### config.mk
export PLATFORM = sky130hd
export DESIGN_NAME = coin_collector
export DESIGN_NICKNAME = d
export VERILOG_FILES = /design/src/rtl/coin_pkg.sv /design/src/rtl/coin_score_bcd.sv /design/src/rtl/coin_collector.sv
export SDC_FILE = /design/constraint.sdc
export NUM_CORES = 1
export LEC_CHECK = 0
export ABC_AREA = 0
export CAP_MARGIN = 5
export CORE_MARGIN = 3
export CORE_UTILIZATION = 39
export DETAILED_ROUTE_END_ITERATION = 10
export PLACE_DENSITY = 0.69
export SLEW_MARGIN = 20
export SYNTH_ARGS = -nofsm -noshare
export SYNTH_HDL_FRONTEND = slang
export SYNTH_HIERARCHICAL = 1
export SYNTH_SLANG_ARGS = --single-unit
export TNS_END_PERCENT = 30
### constraint.sdc
create_clock -name Clk -period 7.4 [get_ports Clk]
set_input_delay 2.22 -clock Clk [delete_from_list [all_inputs] [get_ports Clk]]
set_output_delay 2.22 -clock Clk [all_outputs]
set_load 0.02 [all_outputs]
### src/rtl/coin_pkg.sv
// Shared types and helpers for the coin collector.
// Holds the scan FSM state type, default hitbox sizes and the saturating BCD increment.
package coin_pkg;

  typedef enum logic [1:0] {
    IDLE = 2'd0,
    SCAN = 2'd1,
    DONE = 2'd2
  } collect_state_t;

  localparam int COIN_W_DEFAULT   = 16;
  localparam int COIN_H_DEFAULT   = 28;
  localparam int PLAYER_W_DEFAULT = 16;
  localparam int PLAYER_H_DEFAULT = 32;

  // Widest score the helper handles; callers zero-extend narrower scores into it.
  localparam int BCD_MAX_DIGITS = 8;
  localparam int BCD_MAX_W      = 4 * BCD_MAX_DIGITS;

  // Adds one to the low 'digits' BCD digits of value, rippling the carry in one pass.
  // When every active digit is already 9 the value is returned unchanged (saturation).
  function automatic logic [BCD_MAX_W-1:0] bcd_inc_sat(input logic [BCD_MAX_W-1:0] value,
                                                       input int digits);
    logic [BCD_MAX_W-1:0] res;
    logic                 carry;
    logic                 all_nines;
    res       = value;
    carry     = 1'b1;
    all_nines = 1'b1;
    for (int i = 0; i < BCD_MAX_DIGITS; i++) begin
      if (i < digits && value[4*i +: 4] != 4'd9) all_nines = 1'b0;
    end
    if (!all_nines) begin
      for (int i = 0; i < BCD_MAX_DIGITS; i++) begin
        if (i < digits && carry) begin
          if (res[4*i +: 4] == 4'd9) begin
            res[4*i +: 4] = 4'd0;
          end else begin
            res[4*i +: 4] = res[4*i +: 4] + 4'd1;
            carry         = 1'b0;
          end
        end
      end
    end
    return res;
  endfunction

endpackage

### src/rtl/coin_score_bcd.sv
// Saturating BCD score counter (SCORE_DIGITS digits, at most 8).
// clr_i zeroes the score; inc_i adds one unless the score is already all 9s.
module coin_score_bcd
  import coin_pkg::*;
#(
  parameter int SCORE_DIGITS = 4
) (
  input  logic                      Clk,
  input  logic                      clr_i,
  input  logic                      inc_i,
  output logic [4*SCORE_DIGITS-1:0] score_o
);

  logic [4*SCORE_DIGITS-1:0] score_q, score_d;
  logic [BCD_MAX_W-1:0]      inc_full;

  // Next score: incremented value when inc_i, else hold.
  always_comb begin
    inc_full = bcd_inc_sat(BCD_MAX_W'(score_q), SCORE_DIGITS);
    score_d  = score_q;
    if (inc_i) score_d = inc_full[4*SCORE_DIGITS-1:0];
  end

  // Score register with synchronous clear.
  always_ff @(posedge Clk) begin
    if (clr_i) score_q <= '0;
    else       score_q <= score_d;
  end

  assign score_o = score_q;

endmodule

### src/rtl/coin_collector.sv
// Player/coin overlap detection, coin alive flags and BCD score.
// Once per frame the FSM walks the coins one per Clk and tests the player hitbox
// against each live coin; a hit kills the coin, bumps the score and pulses collect_pulse.
// Optional feature macro: COIN_RESPAWN_EN (dead coins return after RESPAWN_FRAMES frames).
// dbg_state exposes the scan FSM state for observation.
//
// Handshake: there is no valid/ready flow here. frame_clk is a level sampled in the Clk
// domain; its rising edge starts one scan. A rising edge seen while a scan is in progress
// is ignored, and level_restart is a single-cycle command that wins over everything except Reset.
module coin_collector
  import coin_pkg::*;
#(
  parameter int NUM_COINS      = 4,
  parameter int COIN_W         = COIN_W_DEFAULT,
  parameter int COIN_H         = COIN_H_DEFAULT,
  parameter int PLAYER_W       = PLAYER_W_DEFAULT,
  parameter int PLAYER_H       = PLAYER_H_DEFAULT,
  parameter int SCORE_DIGITS   = 4,
  parameter int RESPAWN_FRAMES = 120
) (
  input  logic                      Clk,
  input  logic                      Reset,
  input  logic                      frame_clk,
  input  logic [9:0]                process,
  input  logic [9:0]                player_x,
  input  logic [9:0]                player_y,
  input  logic                      level_restart,
  input  logic [10*NUM_COINS-1:0]   coin_x_flat,
  input  logic [10*NUM_COINS-1:0]   coin_y_flat,
  output logic [NUM_COINS-1:0]      coin_alive,
  output logic                      collect_pulse,
  output logic [4*SCORE_DIGITS-1:0] score_bcd,
  output logic                      all_collected,
  output collect_state_t            dbg_state
);

  localparam int IDX_W = (NUM_COINS > 1) ? $clog2(NUM_COINS) : 1;
  localparam logic [IDX_W-1:0] LAST_IDX = IDX_W'(NUM_COINS - 1);

  collect_state_t        state_q, state_d;
  logic [IDX_W-1:0]      idx_q, idx_d;
  logic                  frame_clk_q;
  logic                  frame_rise_q;
  logic [NUM_COINS-1:0]  coin_alive_q, coin_alive_d;
  logic                  collect_q, collect_d;
  logic                  all_collected_q, all_collected_d;
  logic [10:0]           pwx, py, cx, cy;
  logic                  overlap;
  logic                  hit;

  // Frame tick edge detect; the rise flag is registered so the scan starts one Clk later.
  always_ff @(posedge Clk) begin
    if (Reset) begin
      frame_clk_q  <= 1'b0;
      frame_rise_q <= 1'b0;
    end else begin
      frame_clk_q  <= frame_clk;
      frame_rise_q <= frame_clk & ~frame_clk_q;
    end
  end

  // Overlap test for the coin selected by idx_q, all in 11-bit unsigned world coordinates.
  always_comb begin
    pwx     = {1'b0, player_x} + {1'b0, process};
    py      = {1'b0, player_y};
    cx      = {1'b0, coin_x_flat[10*idx_q +: 10]};
    cy      = {1'b0, coin_y_flat[10*idx_q +: 10]};
    overlap = (pwx < cx + 11'(COIN_W))   && (cx < pwx + 11'(PLAYER_W)) &&
              (py  < cy + 11'(COIN_H))   && (cy < py  + 11'(PLAYER_H));
    hit     = (state_q == SCAN) && coin_alive_q[idx_q] && overlap && !level_restart;
  end

  // Scan FSM next state: one coin per Clk, then a DONE cycle before returning to IDLE.
  always_comb begin
    state_d = state_q;
    idx_d   = idx_q;
    case (state_q)
      IDLE: begin
        if (frame_rise_q) begin
          state_d = SCAN;
          idx_d   = '0;
        end
      end
      SCAN: begin
        if (idx_q == LAST_IDX) state_d = DONE;
        else                   idx_d   = idx_q + 1'b1;
      end
      DONE:    state_d = IDLE;
      default: state_d = IDLE;
    endcase
    if (level_restart) state_d = IDLE;
  end

  // Scan FSM registers.
  always_ff @(posedge Clk) begin
    if (Reset) begin
      state_q <= IDLE;
      idx_q   <= '0;
    end else begin
      state_q <= state_d;
      idx_q   <= idx_d;
    end
  end

`ifdef COIN_RESPAWN_EN
  localparam int RW = $clog2(RESPAWN_FRAMES + 1);
  logic [RW-1:0] resp_cnt_q [NUM_COINS];
  logic [RW-1:0] resp_cnt_d [NUM_COINS];

  // Alive flags with respawn: dead coins count frame ticks and come back at RESPAWN_FRAMES.
  always_comb begin
    coin_alive_d    = coin_alive_q;
    collect_d       = 1'b0;
    all_collected_d = all_collected_q;
    for (int i = 0; i < NUM_COINS; i++) begin
      resp_cnt_d[i] = resp_cnt_q[i];
      if (!coin_alive_q[i] && frame_rise_q) begin
        if (resp_cnt_q[i] == RW'(RESPAWN_FRAMES - 1)) begin
          coin_alive_d[i] = 1'b1;
          resp_cnt_d[i]   = '0;
        end else begin
          resp_cnt_d[i] = resp_cnt_q[i] + 1'b1;
        end
      end
    end
    if (hit) begin
      coin_alive_d[idx_q] = 1'b0;
      resp_cnt_d[idx_q]   = '0;
      collect_d           = 1'b1;
    end
    if (state_q == DONE) all_collected_d = (coin_alive_q == '0);
    if (level_restart) begin
      coin_alive_d    = '1;
      collect_d       = 1'b0;
      all_collected_d = 1'b0;
      for (int i = 0; i < NUM_COINS; i++) resp_cnt_d[i] = '0;
    end
  end

  // Respawn counters.
  always_ff @(posedge Clk) begin
    if (Reset) begin
      for (int i = 0; i < NUM_COINS; i++) resp_cnt_q[i] <= '0;
    end else begin
      for (int i = 0; i < NUM_COINS; i++) resp_cnt_q[i] <= resp_cnt_d[i];
    end
  end
`else
  // RESPAWN_FRAMES only has meaning when coins can respawn.
  logic unused_respawn_frames;
  assign unused_respawn_frames = ^RESPAWN_FRAMES;

  // Alive flags: a collected coin stays dead until level_restart or Reset.
  always_comb begin
    coin_alive_d    = coin_alive_q;
    collect_d       = 1'b0;
    all_collected_d = all_collected_q;
    if (hit) begin
      coin_alive_d[idx_q] = 1'b0;
      collect_d           = 1'b1;
    end
    if (state_q == DONE) all_collected_d = (coin_alive_q == '0);
    if (level_restart) begin
      coin_alive_d    = '1;
      collect_d       = 1'b0;
      all_collected_d = 1'b0;
    end
  end
`endif

  // Alive flags, pickup pulse and all-collected flag registers.
  always_ff @(posedge Clk) begin
    if (Reset) begin
      coin_alive_q    <= '1;
      collect_q       <= 1'b0;
      all_collected_q <= 1'b0;
    end else begin
      coin_alive_q    <= coin_alive_d;
      collect_q       <= collect_d;
      all_collected_q <= all_collected_d;
    end
  end

  coin_score_bcd #(
    .SCORE_DIGITS(SCORE_DIGITS)
  ) u_score (
    .Clk    (Clk),
    .clr_i  (Reset),
    .inc_i  (hit),
    .score_o(score_bcd)
  );

  assign coin_alive    = coin_alive_q;
  assign collect_pulse = collect_q;
  assign all_collected = all_collected_q;
  assign dbg_state     = state_q;

endmodule

==> After elaboration in Yosys (flattened, before gate mapping) <==
Index checks and enable logic that the tools add are counted.
{ "totals": {"regBits": 28, "latch_bits": 0, "mem_bits_rw": 0, "romBits": 0, "inputBits": 114, "output_inout_bits": 24, "elab_cells": 94, "n_memories": 0} }
{ "op_classes": {"addsub": 10, "n_mul": 1, "n_div": 0, "magnitude_cmp": 6, "n_eq_ne": 14, "n_shift": 2, "n_mux": 27, "bitwise_logic": 5, "n_reduce_logical": 18} }
{ "op_table": {"columns": ["cell", "n"], "rows": [
  ["variable part select 40 x 7 -> 10 bit", 2],
  ["< comparator 10 x 11 -> 1 bit", 3],
  ["adder 10 x 5 -> 11 bit (second input constant)", 2],
  ["adder 4 x 1 -> 4 bit (second input constant)", 4],
  ["== test 4 bit (second input constant)", 4],
  ["2-to-1 mux 4 bit", 4],
  ["inequality test 4 bit (second input constant)", 4],
  ["2-to-1 mux 1 bit", 15],
  ["AND reduction 3 bit", 4],
  ["adder 10 x 10 -> 11 bit", 1],
  ["adder 10 x 6 -> 11 bit (second input constant)", 1],
  ["adder 11 x 5 -> 11 bit (second input constant)", 1],
  ["< comparator 11 bit", 1],
  ["2-to-1 mux 2 bit", 4],
  ["one-hot mux 2 bit (2 select lines)", 2],
  ["logical AND 1 bit", 7],
  ["multiplier 3 x 2 -> 5 bit (first input constant)", 1],
  ["bitwise AND 4 bit", 1],
  ["== test 2 bit (second input constant)", 2],
  ["zero test 4 bit", 1],
  ["inequality test 2 bit (second input constant)", 2],
  ["NOT 4 bit", 1],
  ["AND reduction 2 bit", 2],
  ["< comparator 2 x 3 -> 1 bit (second input constant)", 1],
  ["other kinds (12)", 13]
]} }

==> Depth between registers and ports, before layout <==
Gate-level depths: netlist of the first run.
{ "logic_depth": {"depth_word": 11, "mapped_depth": 19} }

==> Hierarchy <==
Netlist of the first run, hierarchy kept.
{ "modules_own_cells": {"columns": ["mod", "n_inst", "cells_per_inst", "area_per_inst_um2", "seq_area_each_um2"], "rows": [
  ["coin_collector", 1, 304, 2829.0, 240.2],
  ["coin_score_bcd", 1, 94, 820.8, 320.3]
]} }

==> Worst setup path after synthesis of the first run <==
No wires, ideal clock.
{ "synth_path": {"kind": "input to register", "from": "input process[0]", "to": "register u_score.score_q[1] (netlist: u_score/score_o[1])", "setup_time_ns": 0.065, "t_arrival_ns": 6.009, "required_ns": 7.335, "path_slack_ns": 1.326, "cell_stages": 18, "path_cell_list": "ha_1 > fa_1 > a21o_1 > a221oi_2 > xnor2_1 > nand3_1 > xor2_1 > ha_1 > a211o_1 > o221ai_2 > a211oi_1 > mux2i_2 > nor3b_1 > and2_1 > clkbuf_1 > o21ai_0 > mux2_2 > nor2_1"} }
{ "synth_via": {"elab_chain_cells": 9, "elab_cells_between_ends": 10, "cone_classes": "2 x add/sub; 2 x order compare; 6 x reduce/logical"} }
{ "synth_rtl": {"columns": ["item", "line_no", "rtl"], "rows": [
  ["from (decl)", "coin_collector.sv:24", "input logic [9:0] process,"],
  ["adder 10 x 10 -> 11 bit *", "coin_collector.sv:64", "pwx = {1'b0, player_x} + {1'b0, process};"],
  ["adder 11 x 5 -> 11 bit", "coin_collector.sv:68", "overlap = (pwx < cx + 11'(COIN_W)) && (cx < pwx + 11'(PLAYER_W)) &&"],
  ["< comparator 10 x 11 -> 1 bit", "coin_collector.sv:68", null],
  ["logical AND 1 bit * (2 in a row)", "coin_collector.sv:68", null],
  ["logical AND 1 bit *", "coin_collector.sv:69", "(py < cy + 11'(COIN_H)) && (cy < py + 11'(PLAYER_H));"],
  ["logical AND 1 bit * (2 in a row)", "coin_collector.sv:70", "hit = (state_q == SCAN) && coin_alive_q[idx_q] && overlap && !level_restart;"],
  ["named net hit", "coin_collector.sv:49", "logic hit;"],
  ["AND reduction 2 bit (no source line) *", null, null],
  ["to (signal assigned)", "coin_score_bcd.sv:27", "else score_q <= score_d;"],
  ["to (decl)", "coin_score_bcd.sv:14", "logic [4*SCORE_DIGITS-1:0] score_q, score_d;"]
]} }
The timed path passes the listed nets; every way through them passes the cells marked *.
A chain may end at the register's enable or synchronous reset.

==> Final worst setup path of the first run <==
{ "layout_path": {"from": "input process[0]", "to": "register u_score.score_q[11] (netlist: u_score/score_o[11])"} }
{ "layout_via": {"elab_chain_cells": 9, "elab_cells_between_ends": 10, "cone_classes": "2 x add/sub; 2 x order compare; 6 x reduce/logical"} }
{ "layout_rtl": {"columns": ["item", "line_no"], "rows": [
  ["adder 10 x 10 -> 11 bit *", "coin_collector.sv:64"],
  ["adder 11 x 5 -> 11 bit", "coin_collector.sv:68"],
  ["< comparator 10 x 11 -> 1 bit", "coin_collector.sv:68"],
  ["logical AND 1 bit * (2 in a row)", "coin_collector.sv:68"],
  ["logical AND 1 bit *", "coin_collector.sv:69"],
  ["logical AND 1 bit * (2 in a row)", "coin_collector.sv:70"],
  ["named net hit", "coin_collector.sv:49"],
  ["AND reduction 3 bit (no source line) *", null]
]} }
Marked as above.

==> flow_summary.ini, run 1 <==
[yosys]
syn-instance-count = 398
synth_top_area_frac = 0.1851
syn_area_per_cell_um2 = 9.170
synthFlopType = dfxtp_1
postSynth.asyncResetShare = 0
yosys-top-cells-area = ha_1 (19%), dfxtp_1 (15%), mux4_1 (7.2%)
ys_ff_latch = 28
synth-edff-count = 0
syn_nets = 567
yosysWarnings = 6
syn_area_um2 = 3650
synth.largest_area_cell = ha_1
synth.distinct_cells = 72
ys_seq_area_frac = 0.1536

[clock_tree]
htreeDepth = 1
cts-resized-gates = 0
clkSinkCount = 28
postCtsSetupRepairBufs = 0
insertion_delay_ps = 270
hold_buffers = 0
clk_pin_slew_ps = 100
cts_tree = yes
cts_max_path_buffers = 2
numCtsBuffers = 3
cts_root_buf = clkbuf_8

[grt]
track_usage = 0.1846
grt_pass1_wl_mm = 15.99
antenna_found_initial = 0
grt_max_degree = 20
grt_pass1_vias = 3517
gr-total-overflow = 0

[drt]
num_vias = 3528
drc = 0
drt_first_pass_iters = 5
routed_wl_mm = 10.16
ant_nets = 0
detail_route.wl_per_cell_um = 15.92
via_per_inst = 5.530
drt_first_iter_violations = 134

[sta]
slew_headroom = 0.3678
grt_setup_unrepaired = no
max_freq_mhz = 147.1
fin_setup_tns_ps = 0
drv_slew = 0
hold_viol = 0
finClkSkew_ps = 2.392
setup_viol = 0
finalCriticalPeriod_ps = 6799
worst_pin_slew_ps = 947.0
finalCritPeriodShare = 0.9188

[die]
ios = 138
initial_utilization = 0.4105
die_area_um2 = 10560
rows = 34
die_x_um = 102.7
core_um2 = 8891
die_y_um = 102.7

[finish]
final_nets = 700
drive_above_1_share = 0.07925
fin_cells = 638
n_fill_cell = 809
n_antenna_cell = 0
area_growth_pct = 41.28

[critical_path]
worst_setup_path_end_kind = flop
crit_type = in2reg
r2r_end = u_score/score_o[11]
r2r_cells = 12
arrival_ps = 6950
worstSetupStartpointType = input pin
crit_required_ps = 7550
crit_chain = clkdlybuf4s50_1 -> ha_1 -> fa_1 -> a21o_1 -> a221oi_2 -> xnor2_1 -> nand3_1 -> xor2_1 -> ha_1 -> a211o_1 -> o221ai_2 -> a211oi_1 -> mux2i_2 -> nor3b_1 -> and2_2 -> nand4_1 -> o311ai_0 -> o21ai_0
cp_slowest_cell = o311ai_0
reg2reg_slack_ps = 2440
crit_top_cell = ha_1
crit_fanout = 14
reg2reg_from = idx_q[0]
max_stage_delay_ps = 420

[min_path]
holdPathEnd = frame_rise_q
hold_depth = 1
hold_path.class = reg2reg
min_from = frame_clk_q

[pwr]
leakage_nw = 2.010
vdd_ir_drop_max_v = 0.00006855
powerDensity_nw_per_um2 = 102.6

[place]
dpl.hpwl_mm = 8.640
placedCellCount = 634
gp_congestion = 0.8759
port_buffers = 137

[flow_run]
drv_cap = 0

[run_status]
status = complete, no violations
## cells by family (layout without fill, tap and decap cells)
group	after synthesis	count (layout)	share of synthesized area
XOR/XNOR	27	27	0.06479
flip-flops	28	28	0.1536
AO/OA/AOI/OAI	88	88	0.1752
AND/OR/NAND/NOR	129	129	0.2026
buffers and inverters	43	175	0.05245
multiplexers	28	28	0.1608
adder cells (fa/ha/maj)	55	55	0.1906
## how the worst max path moves through the flow
stage                     from             endpoint  slack (ps)  cells past startpoint
floorplan           process[0]   u_score/score_o[1]        1330                     18
global placement    process[0]  u_score/score_o[13]         340                     19
detailed placement  process[0]  u_score/score_o[11]         130                     18
CTS                 process[0]  u_score/score_o[11]         420                     18
global route        process[0]  u_score/score_o[11]          90                     18
finish              process[0]  u_score/score_o[11]         600                     18
## final cells by class
class / instances / area [um2] / area share
inverters: 32 / 120.1 / 0.02330
clock buffers: 4 / 55.05 / 0.01068
well taps: 108 / 135.1 / 0.02621
repair buffers: 139 / 1386 / 0.2689
flip-flops and latches: 28 / 560.5 / 0.1087
multi-input cells: 327 / 2899 / 0.5622
## layout by cell type (no fill, tap or decap), types with 2 or more instances in the layout
| cell type | instances |
|---|---|
| clkdlybuf4s50_1 | 137 |
| ha_1 | 54 |
| nor2_1 | 34 |
| inv_1 | 32 |
| dfxtp_1 | 28 |
| nand2_1 | 22 |
| a21oi_1 | 21 |
| nand3_1 | 16 |
| xnor2_1 | 16 |
| o21ai_0 | 12 |
| mux4_2 | 11 |
| xor2_1 | 11 |
| a21o_1 | 10 |
| mux4_1 | 10 |
| nor2b_1 | 8 |
| nand4_1 | 7 |
| nand2b_1 | 7 |
| o21a_1 | 6 |
| a211oi_1 | 6 |
| a41oi_1 | 5 |
| a31oi_1 | 4 |
| and3_1 | 4 |
| nor3b_1 | 4 |
| nor3_1 | 4 |
| mux2i_1 | 4 |
| clkbuf_8 | 4 |
| o22ai_1 | 2 |
| a2111oi_0 | 2 |
| and4_1 | 2 |
| o21bai_1 | 2 |
| nor4b_2 | 2 |
| a22oi_1 | 2 |
| mux2_2 | 2 |
| buf_4 | 2 |
| and4bb_2 | 2 |
| and3_2 | 2 |
## state kept, by name, summed over array words and instances (netlist names)
| signal | flops |
|---|---|
| coin_alive | 4 |
| all_collected | 1 |
| frame_clk_q | 1 |
| u_score/score_o | 16 |
| collect_pulse | 1 |
| dbg_state | 2 |
| idx_q | 2 |
| frame_rise_q | 1 |
## synth_stat cells (all sizes together), types with 8 or more instances
cell type and n:
a21o 11, a21oi 21, dfxtp 28, ha 54, inv 32, mux4 21, nand2 22, nand2b 8
nand3 17, nand4 8, nor2 34, nor2b 8, o21ai 13, xnor2 16, xor2 11
## per-layer routing
metal,part of all wire,routed length (um),global-route usage,vias up
met5,0,0,0,-
met4,0.0023,23,0.02092,0
met3,0.078,791,0.02503,2
met2,0.48,4920,0.3287,113
met1,0.44,4423,0.2459,1645
li1,-,-,-,1768
## critical path: cells and delay by family
kind / cells / cell delay (ps)
compound gates: 7 / 1660
xor+xnor: 2 / 430
fa+ha+maj: 3 / 860
buf+inv: 1 / 410
mux: 1 / 290
simple gates: 4 / 1080
## metrics by stage
stage / hold WS [ps] / util / worst slack (ps) / instance area, um2 / power, W
floorplan: 367.4 / - / 1326 / 3650 / 0.0003351
global placement: 372.3 / 0.5736 / 335.1 / 5100 / 0.0004288
detailed placement: 379.7 / 0.5736 / 132.3 / 5100 / 0.0004381
CTS: 393.6 / 0.5798 / 421.2 / 5155 / 0.0005344
global route: 416.0 / 0.5799 / 89.99 / 5156 / 0.0005747
finish: 391.3 / 0.5799 / 600.5 / 5156 / 0.0005292
## report_power, final
part	leakage, nW	internal, W	switching (W)
Sequential	0.226	0.000152	0.00000223
Combinational	1.76	0.000152	0.000129
Clock	0.0288	0.0000476	0.0000468
Total	2.01	0.000351	0.000178
No activity file was read; power rests on OpenSTA's default activity.
==> run 2, diff against run 1 <==
REMOVE_ABC_BUFFERS = 1   (was unset)
==> flow_summary.ini, run 2 (synthesis gave the netlist of run 1 again) <==
[critical_path]
crit_chain = clkdlybuf4s50_1 -> ha_1 -> fa_1 -> a21o_1 -> a221oi_2 -> xnor2_1 -> nand3_1 -> xor2_1 -> ha_1 -> a211o_1 -> o221ai_2 -> a211oi_1 -> mux2i_2 -> nor3b_1 -> and2_2 -> nand3_2 -> or4b_1 -> a21oi_1
reg2reg_from = idx_q[1]
worst_setup_path_end_kind = flop
critPathLaunch = process[0]
cp_slowest_cell = or4b_1
r2r_cells = 15
arrival_ps = 6900
crit_required_ps = 7600
crit_fanout = 14
crit_type = in2reg
reg2reg_slack_ps = 2700
max_stage_delay_ps = 480
r2r_end = u_score/score_o[13]
worstSetupStartpointType = input pin
crit_top_cell = ha_1

[sta]
hold_viol = 0
drv_slew = 0
setup_viol = 0
finalCriticalPeriod_ps = 6702
finalCritPeriodShare = 0.9057
fin_setup_tns_ps = 0
grt_setup_unrepaired = no
max_freq_mhz = 149.2
finClkSkew_ps = 5.701
slew_headroom = 0.5154
setup_ws_ps = 697.7
worst_pin_slew_ps = 726.0

[min_path]
hold_depth = 1
holdPathEnd = frame_rise_q
hold_path.class = reg2reg
min_from = frame_clk_q

[run_status]
status = complete, no violations

[grt]
grt_pass1_vias = 3491
antenna_found_initial = 0
track_usage = 0.1810
grt_pass1_wl_mm = 15.74
gr-total-overflow = 0
grt_max_degree = 20

[pwr]
vdd_ir_drop_max_v = 0.0001101
power.share.switching = 0.3220
leakage_nw = 2.022
seqPwrFrac = 0.275
internal_power_w = 0.0003756
power_frac_clock = 0.218
switchingPower_w = 0.0001784
combPwrFrac = 0.506
powerDensity_nw_per_um2 = 107.0

[clock_tree]
cts_root_buf = clkbuf_8
clk_pin_slew_ps = 100
htreeDepth = 1
insertion_delay_ps = 280
postCtsSetupRepairBufs = 0
cts_max_path_buffers = 2
numCtsBuffers = 3
clkSinkCount = 28
cts_tree = yes

[place]
gp_congestion = 0.8399
post_dp_cell_area_um2 = 5107
dpl.hpwl_mm = 8.289
dp_slack_ps = 282.6
port_buffers = 137

[drt]
drt_first_iter_violations = 117
drt_first_pass_iters = 4
drc = 0
ant_nets = 0
routed_wl_mm = 9.883
via_per_inst = 5.563
detail_route.wl_per_cell_um = 15.47
num_vias = 3555

[die]
die_area_um2 = 10560
ios = 138
initial_utilization = 0.4105
rows = 34
die_x_um = 102.7
core_um2 = 8891
die_y_um = 102.7

[finish]
area_growth_pct = 41.93
final_nets = 701
final_cell_mix = clkdlybuf4s50_1 (137), ha_1 (54), nor2_1 (34), inv_1 (32), dfxtp_1 (28)
final_util = 0.5826
n_antenna_cell = 0
n_fill_cell = 808
design_area_um2 = 5180
largest_reg_flops = 16
drive_above_1_share = 0.08098
layout_commonest_cell = clkdlybuf4s50_1

[flow_run]
drv_cap = 0
[run 2: how the worst max path moves through the flow]
| stage | depth (start not counted) | end | slack (ps) |
|---|---|---|---|
| floorplan | 17 | u_score/score_o[13] | 1190 |
| global placement | 19 | u_score/score_o[13] | 420 |
| detailed placement | 18 | u_score/score_o[11] | 280 |
| CTS | 18 | u_score/score_o[13] | 570 |
| global route | 19 | u_score/score_o[11] | 60 |
| finish | 18 | u_score/score_o[13] | 700 |
[run 2: power groups by stage]
stage / Clock (W) / Sequential, W / Combinational [W]
2_1_floorplan: 0 / 0.000158 / 0.000175
3_3_place_gp: 0 / 0.000156 / 0.000274
3_5_place_dp: 0 / 0.000156 / 0.000279
4_1_cts: 0.000124 / 0.000153 / 0.000282
5_1_grt: 0.000131 / 0.000153 / 0.000316
6_report: 0.000121 / 0.000153 / 0.000280
[run 2: critical path: cells and delay by family]
kind / cells / cell delay, ps
compound gates: 6 / 1220
xor+xnor: 2 / 430
fa+ha+maj: 3 / 850
buf+inv: 1 / 400
mux: 1 / 290
simple gates: 5 / 1500
[run 2: layer usage]
metal / up-vias / global-route usage / wire, um
li1: 1768 / - / -
met1: 1662 / 0.2414 / 4436
met2: 117 / 0.3178 / 4724
met3: 8 / 0.03451 / 679
met4: 0 / 0.01394 / 42
met5: - / 0 / 0
[run 2: through the flow]
stage                     hold slack, ps  power (W)  instances
after floorplan                    367.4  0.0003324        387
after global placement             372.5  0.0004298        635
after detailed placement           375.4  0.0004355        635
after CTS                          390.5  0.0005585        639
after global routing               401.0  0.0005998        639
final                              394.0  0.0005540        639
[run 2: final cells by class]
class,instances,area [um2],area share
repair buffers,140,1394,0.2691
inverters,32,120.1,0.02319
well taps,108,135.1,0.02609
multi-input cells,327,2899,0.5597
clock buffers,3,41.29,0.007971
flip-flops and latches,28,560.5,0.1082
clock inverters,1,30.03,0.005797
[run 2: timing repair]
action                                  4_1_cts  5_1_grt
hold buffers                                  0        0
endpoints found under the setup margin        0        1
gates resized for setup                       0        1
==> run 3, diff against run 2 <==
--- a/config.mk
+++ b/config.mk
@@ -8,4 +8,5 @@
 export ABC_AREA = 0
 export CAP_MARGIN = 5
+export CORE_ASPECT_RATIO = 1.25
 export CORE_MARGIN = 3
 export CORE_UTILIZATION = 39
==> constraint.sdc (replaced) <==
create_clock -name Clk -period 7.4 [get_ports Clk]
set_input_delay 1.11 -clock Clk [delete_from_list [all_inputs] [get_ports Clk]]
set_output_delay 1.11 -clock Clk [all_outputs]
set_load 0.02 [all_outputs]
==> flow_summary.ini, run 3 (synthesis gave the netlist of run 1 again) <==
[run_status]
status = complete, no violations

[finish]
largest_reg_flops = 16
layout_commonest_cell = clkdlybuf4s50_1
drive_above_1_share = 0.07561
final_nets = 700
area_growth_pct = 41.28
n_antenna_cell = 0
final_cell_mix = clkdlybuf4s50_1 (137), ha_1 (54), nor2_1 (34), inv_1 (32), dfxtp_1 (28)

[critical_path]
worstSetupStartpointType = input pin
crit_type = in2reg
arrival_ps = 6160
crit_required_ps = 7550
worst_setup_path_end_kind = flop
crit_fanout = 14

[place]
port_buffers = 137
dp_slack_ps = 1285
dpl.hpwl_mm = 8.841
gp_congestion = 0.8496

[sta]
slew_headroom = 0.4735
max_freq_mhz = 166.4
worst_pin_slew_ps = 788.7
fin_setup_tns_ps = 0
setup_viol = 0
finalCritPeriodShare = 0.8122
setup_ws_ps = 1390
grt_setup_unrepaired = no
hold_viol = 0
drv_slew = 0
finClkSkew_ps = 5.474
finalCriticalPeriod_ps = 6010

[drt]
drt_first_iter_violations = 93
drc = 0
ant_nets = 0
drt_first_pass_iters = 4
detail_route.wl_per_cell_um = 16.20
via_per_inst = 5.532
routed_wl_mm = 10.52
num_vias = 3590

[pwr]
combPwrFrac = 0.543
powerDensity_nw_per_um2 = 100.3
vdd_ir_drop_max_v = 0.00008381
leakage_nw = 2.002
switchingPower_w = 0.0001774
seqPwrFrac = 0.297
power_frac_clock = 0.160
internal_power_w = 0.0003396
power.share.switching = 0.3432

[die]
die_y_um = 114.2
initial_utilization = 0.4105
core_um2 = 8891
rows = 38
ios = 138
die_x_um = 92.53
die_area_um2 = 10560

[grt]
antenna_found_initial = 0
gr-usage-met3 = 0.03287
use_met2 = 0.3732
met1_usage = 0.2232
track_usage = 0.1932
grt_pass1_wl_mm = 17.02
grt_pass1_vias = 3638
gr-total-overflow = 0
grt_max_degree = 20
grt.busiest_layer = met2

[clock_tree]
cts_max_path_buffers = 2
clkSinkCount = 28
clk_pin_slew_ps = 100
insertion_delay_ps = 270
cts_tree = yes
hold_buffers = 0
htreeDepth = 1
postCtsSetupRepairBufs = 0
cts-resized-gates = 0
cts_root_buf = clkbuf_8
numCtsBuffers = 3

[min_path]
hold_path.class = reg2reg

[flow_run]
drv_cap = 0
==> run 3: cell types whose count changed in the layout (fill, tap and decap cells not counted) <==
cell       before  now
and2_2          1    0
and2_1          0    1
buf_4           3    2
bufinv_16       1    0
==> run 3: critical path: stages <==
cell             delay (ps)
clkdlybuf4s50_1         400
ha_1                    220
fa_1                    400
a21o_1                  240
a21oi_1                 160
a21oi_1                 130
a31oi_1                 300
inv_1                   120
ha_1                    220
nor4b_1                 440
o21ai_0                 160
nor2b_1                 140
nand4_1                 170
o21bai_1                240
nor3b_1                 370
and2_1                  490
nand4_1                 260
o311ai_0                450
o21ai_0                 140
==> run 3: power by group through the flow <==
stage                     clock network (W)  registers, W  logic [W]
after floorplan                           0      0.000158   0.000175
after detailed placement                  0      0.000157   0.000280
after global routing              0.0000897      0.000154   0.000315
final                             0.0000826      0.000154   0.000281
after CTS                         0.0000828      0.000154   0.000282
after global placement                    0      0.000157   0.000273
==> run 3: area by class of cell <==
cell class	count	area, um2
clock buffers	3	41.29
repair buffers	139	1386
well taps	120	150.1
inverters	32	120.1
fillers	837	3735
flip-flops and latches	28	560.5
multi-input cells	327	2898
==> run 3: metal layers <==
| layer | up-vias | share of wire |
|---|---|---|
| met5 | - | 0 |
| li1 | 1763 | - |
| met1 | 1706 | 0.40 |
| met4 | 0 | 0.010 |
| met2 | 113 | 0.53 |
| met3 | 8 | 0.061 |
==> run 3: per-stage QoR <==
step           total power, W  area [um2]  hold slack (ps)  instances    util
3_5_place_dp        0.0004372        5115            380.0        646  0.5753
5_1_grt             0.0005590        5156            425.5        649  0.5799
3_3_place_gp        0.0004298        5115            372.5        646  0.5753
2_1_floorplan       0.0003324        3578            367.4        387       -
6_report            0.0005170        5156            397.1        649  0.5799
4_1_cts             0.0005185        5156            402.3        649  0.5799
==> run 3: final timing paths <==
| path | start | end | slack, ps | cells past startpoint |
|---|---|---|---|---|
| worst min register to register | frame_clk_q | frame_rise_q | 400 | 1 |
| worst max register to register | idx_q[0] | u_score/score_o[11] | 2160 | 13 |
| worst max-delay path | process[0] | u_score/score_o[11] | 1390 | 19 |
| worst min-delay path | frame_clk_q | frame_rise_q | 400 | 1 |
